<file path="src/rtl/shift_arbiter.sv">
// Two-port round-robin arbiter in front of a shared 32-bit sll/sra shifter.
// One operation is in flight at a time: accept -> EXEC -> RESP (held until res_ready).
module shift_arbiter (
    input  logic        clock,
    input  logic        reset_n,
    input  logic        req0_valid,
    output logic        req0_ready,
    input  logic [31:0] req0_in,
    input  logic [4:0]  req0_amt,
    input  logic        req0_op,
    input  logic        req1_valid,
    output logic        req1_ready,
    input  logic [31:0] req1_in,
    input  logic [4:0]  req1_amt,
    input  logic        req1_op,
    output logic        res_valid,
    input  logic        res_ready,
    output logic [31:0] res_data,
    output logic        res_id
);

    typedef enum logic [1:0] {
        IDLE = 2'b00,
        EXEC = 2'b01,
        RESP = 2'b10
    } state_t;

    state_t      state_q, state_d;
    logic        last_q, last_d;
    logic [31:0] op_in_q, op_in_d;
    logic [4:0]  op_amt_q, op_amt_d;
    logic        op_sel_q, op_sel_d;
    logic        op_id_q, op_id_d;
    logic [31:0] res_data_q, res_data_d;
    logic        res_id_q, res_id_d;

    // Requester ports gathered into indexable form.
    logic [1:0]  req_valid;
    logic [1:0]  req_ready_w;
    logic [31:0] req_in  [2];
    logic [4:0]  req_amt [2];
    logic [1:0]  req_op;

    assign req_valid  = {req1_valid, req0_valid};
    assign req_in[0]  = req0_in;
    assign req_in[1]  = req1_in;
    assign req_amt[0] = req0_amt;
    assign req_amt[1] = req1_amt;
    assign req_op     = {req1_op, req0_op};

    logic        grant_vld;
    logic        grant_id;
    logic        accept_window;
    logic        handshake;
    logic [31:0] shift_result;

    // On a tie the port that did not win last time is granted.
    always_comb begin
        grant_vld = 1'b0;
        grant_id  = 1'b0;
        if (req_valid[0] && req_valid[1]) begin
            grant_vld = 1'b1;
            grant_id  = ~last_q;
        end else if (req_valid[0]) begin
            grant_vld = 1'b1;
            grant_id  = 1'b0;
        end else if (req_valid[1]) begin
            grant_vld = 1'b1;
            grant_id  = 1'b1;
        end
    end

    assign accept_window = (state_q == IDLE) || ((state_q == RESP) && res_ready);
    assign handshake     = accept_window && grant_vld;

    // Readies are forced low while reset is held, even though state reads IDLE then.
    generate
        for (genvar gi = 0; gi < 2; gi++) begin : g_ready
            assign req_ready_w[gi] = reset_n && handshake && (grant_id == 1'(gi));
        end
    endgenerate

    assign req0_ready = req_ready_w[0];
    assign req1_ready = req_ready_w[1];

    assign shift_result = op_sel_q ? 32'($signed(op_in_q) >>> op_amt_q)
                                   : (op_in_q << op_amt_q);

    always_comb begin
        state_d    = state_q;
        last_d     = last_q;
        op_in_d    = op_in_q;
        op_amt_d   = op_amt_q;
        op_sel_d   = op_sel_q;
        op_id_d    = op_id_q;
        res_data_d = res_data_q;
        res_id_d   = res_id_q;

        case (state_q)
            IDLE: begin
                if (handshake) state_d = EXEC;
            end
            EXEC: begin
                res_data_d = shift_result;
                res_id_d   = op_id_q;
                state_d    = RESP;
            end
            RESP: begin
                if (res_ready) state_d = handshake ? EXEC : IDLE;
            end
            default: state_d = IDLE;
        endcase

        // handshake can only be true in IDLE or a releasing RESP.
        if (handshake) begin
            op_in_d  = req_in[grant_id];
            op_amt_d = req_amt[grant_id];
            op_sel_d = req_op[grant_id];
            op_id_d  = grant_id;
            last_d   = grant_id;
        end
    end

    always_ff @(posedge clock or negedge reset_n) begin
        if (!reset_n) begin
            state_q    <= IDLE;
            last_q     <= 1'b1;
            op_in_q    <= '0;
            op_amt_q   <= '0;
            op_sel_q   <= 1'b0;
            op_id_q    <= 1'b0;
            res_data_q <= '0;
            res_id_q   <= 1'b0;
        end else begin
            state_q    <= state_d;
            last_q     <= last_d;
            op_in_q    <= op_in_d;
            op_amt_q   <= op_amt_d;
            op_sel_q   <= op_sel_d;
            op_id_q    <= op_id_d;
            res_data_q <= res_data_d;
            res_id_q   <= res_id_d;
        end
    end

    assign res_valid = (state_q == RESP);
    assign res_data  = res_data_q;
    assign res_id    = res_id_q;

endmodule

</file>
<file path="config.mk">
export PLATFORM = sky130hd
export DESIGN_NAME = shift_arbiter
export DESIGN_NICKNAME = d
export VERILOG_FILES = /design/src/rtl/shift_arbiter.sv
export SDC_FILE = /design/constraint.sdc
export NUM_CORES = 1
export LEC_CHECK = 0
export CORE_ASPECT_RATIO = 0.75
export CORE_UTILIZATION = 25
export DETAILED_ROUTE_END_ITERATION = 10
export HOLD_SLACK_MARGIN = 0.05
export PLACE_DENSITY = 0.44
export RECOVER_POWER = 50
export SYNTH_ARGS = -nofsm -noshare
export SYNTH_HDL_FRONTEND = slang
export SYNTH_SLANG_ARGS = --single-unit
</file>
<file path="constraint.sdc">
create_clock -name clock -period 2.11 [get_ports clock]
set_input_delay 0.3165 -clock clock [delete_from_list [all_inputs] [get_ports clock]]
set_output_delay 0.3165 -clock clock [all_outputs]
set_load 0.005 [all_outputs]
</file>
==> summary.txt <==
Power
  • Total power: 0.0233 W
  • Pwr Density: 2110 mW/mm^2
  • LEAKAGE: 4.49 nW
  • VDD IR max: 0.000676 V

Die
  • Die X: 194 um
  • Die area: 0.0282 mm^2
  • Starting Density: 0.255
  • Num rows: 52
  • Num ports: 117
  • CORE AREA: 0.0270 mm^2
  • Die height: 146 um

Yosys
  • Synth Area in Simple Gates: 0.149
  • Post-synthesis compound-gate area fraction: 0.219
  • Adder-cell share of the synthesized area: 0
  • Synth Flop Type: dfrtp_1
  • Yosys cell types: 64
  • Largest family of logic cells by synthesized area: multiplexers
  • Post-synthesis mux area share: 0.303
  • Mapped cell area: 0.00689 mm^2
  • Asr flop ratio synth: 1.00
  • EDFF count, synth: 0
  • Synth Area in XOR/XNOR: 0
  • Cells after Synth: 798
  • Flops & latches, synth: 75
  • Avg Synthesized Cell Area: 8.64 um^2
  • Post-Syn Nets: 879
  • Synth warn: 0
  • Register area share after synthesis: 0.272

STA
  • # setup viols final: 32
  • Hold WS: 0.255 ns
  • Fmax: 425 MHz
  • Final Hold Vio Count: 0
  • Period Utilization, post-route: 1.12
  • Final Max Tran Viols: 0
  • Least-Margin Pin Slew: 1.06 ns
  • Normalized max-slew margin: 0.293
  • Tmin final: 2.35 ns
  • Clock Skews: 0.0107 ns
  • Setup tns final: -4.63 ns
  • Final worst slack: -0.245 ns
  • RSZ-0062 raised after global routing: yes

Global routing
  • First-pass GRT wire length: 50400 um
  • Met1 Use GR: 0.353
  • GRT busiest layer: met1
  • Largest net degree at the start of global routing: 76
  • Initial antenna violation count: 0
  • GRT overflow: 0
  • Global-route track usage on met3: 0.0591
  • GRT Overall Usage: 0.241
  • Vias in the first global route: 7639
  • Met2 Resource Use GR: 0.345

Status
  • Status: finished, violations left
  • Failing checks: negative setup slack

Clock tree
  • CTS Hold Buffers Added: 0
  • Clock latency at the later pin of the worst-skew pair: 0.36 ns
  • Root buffer cell: clkbuf_16
  • CTS Buf Count: 9
  • H-Tree Depth: 3
  • Reg clk slew, reported paths: 0.06 ns
  • CTS sink count: 75
  • CTS tree: yes
  • Maximum buffer depth of the clock tree: 2

Route
  • Drt pass-1 iters: 8
  • Detailed Route WL: 33800 um
  • Routed wire length per instance: 23.6 um
  • Drt via density: 5.48
  • DRC violations left: 0
  • Via Count: 7869
  • Detail Route Antenna Nets: 0
  • Drt first-iter violations: 759

Finish
  • Fill cells: 2682
  • Reg area: 0.00188 mm^2
  • Layout cells sized above 1: 0.375
  • Area occupied by multi-input gates: 0.00529 mm^2
  • Nets@finish: 1160
  • Synthesis-to-finish area growth: 60.1%
  • Final core occ: 0.409
  • Number of diodes: 0

Setup path
  • CP arrival: 2.57 ns
  • WP data required: 2.33 ns
  • Crit path max fanout: 7
  • WS Path Type: register to register
  • CP endpoint kind: register
  • Setup crit start kind: register

Run
  • Max-cap viol count: 0

Placed design
  • Detail Placement HPWL: 26000 um
  • Port-buffer cells: 116
  • Placer Congestion: 0.955
  • Post-Place Setup Slack: -0.359 ns

Min path
  • Hold WC Path Type: input pin to asynchronous set/reset pin
## what timing repair did
item	4_1_cts	5_1_grt
pin swaps	7	32
hold endpoints to repair	0	0
setup endpoints to repair	34	32
cloned	2	1
resized for setup	80	79
setup buffers	5	8
## per-layer routing
metal	up-vias	share of wire
li1	3571	-
met1	3901	0.48
met2	357	0.41
met3	40	0.078
met4	0	0.025
met5	-	0
## stage by stage
| step | area, um^2 | instances |
|---|---|---|
| floorplan | 6890 | 798 |
| global placement | 9850 | 1404 |
| detailed placement | 9850 | 1404 |
| CTS | 10600 | 1427 |
| global route | 11000 | 1435 |
| finish | 11000 | 1435 |
## layout by cell type, fill, tap and decap left out, drive strengths merged, types with 17 or more instances in the layout
| cell type | Yosys | final |
|---|---|---|
| nand2 | 71 | 71 |
| o22ai | 17 | 17 |
| buf | 37 | 225 |
| o21ai | 35 | 35 |
| mux4 | 32 | 32 |
| clkdlybuf4s50 | 0 | 113 |
| nor2 | 123 | 123 |
| a21oi | 76 | 76 |
| a31oi | 24 | 24 |
| mux2 | 40 | 40 |
| mux2i | 91 | 91 |
| clkbuf | 37 | 18 |
| dfrtp | 74 | 74 |
## cells in the mapped netlist (6+ instances only)
cell	instances	area [um^2]
nor2_1	123	462
mux2i_1	90	901
a21oi_1	76	380
dfrtp_1	74	1850
nand2_1	71	267
mux2_2	40	450
clkbuf_1	37	139
o21ai_0	35	175
mux4_2	32	721
a31oi_1	24	150
buf_2	17	85.1
o22ai_1	17	106
a211oi_1	15	113
nor3_1	12	60.1
buf_1	10	37.5
nand2b_1	8	50.1
nand3_1	8	40.0
o211ai_1	8	60.1
a221oi_1	6	52.6
o31ai_1	6	45.0
## logic make-up (layout without fill, tap and decap cells)
logic type,Yosys count,after routing
multiplexers,163,163
AND/OR/NAND/NOR,245,245
buffers and inverters,80,366
AO/OA/AOI/OAI,235,235
flip-flops,75,75
## report_power, final
group          internal, W  switching (W)  total [W]
clock             0.000949       0.000652    0.00160
sequential         0.00217        0.00101    0.00317
combinational      0.00902        0.00952     0.0185
total               0.0121         0.0112     0.0233
## state kept, by name (all words and copies together), names as in the netlist
name	flops
last_q	1
op_id_q	1
op_sel_q	1
op_amt_q	5
res_data	32
op_in_q	32
state_q	2
res_id	1
## worst paths after layout
kind | start | to | slack, ns | cells past startpoint
setup / recovery | op_amt_q[0] | res_data[9] | -0.24 | 10
hold / removal | reset_n | state_q[0] | 0.25 | 2
setup reg to reg | op_amt_q[0] | res_data[9] | -0.24 | 10
hold reg to reg | res_data[11] | res_data[11] | 0.48 | 1
max in group asynchronous | reset_n | op_amt_q[0] | 1.10 | 2
min in group clock | res_data[11] | res_data[11] | 0.48 | 1
## layout make-up
cell class	count	area share
clock buffer	14	0.0230
timing repair buffer	344	0.282
inverter	6	0.00204
tap	351	0.0398
multi-input combinational	643	0.479
clock inverter	2	0.00317
sequential	75	0.171
## worst max-delay path, cell delays in order, from the launching register on
cell       delay, ns
dfrtp_4         0.49
buf_12          0.15
buf_12          0.14
buf_16          0.14
mux2_2          0.30
o22ai_2         0.17
nor2_2          0.11
a221oi_2        0.29
buf_4           0.15
a2bb2oi_1       0.16
o21ai_0         0.10
Note: power is estimated with default switching activity, not from simulation.
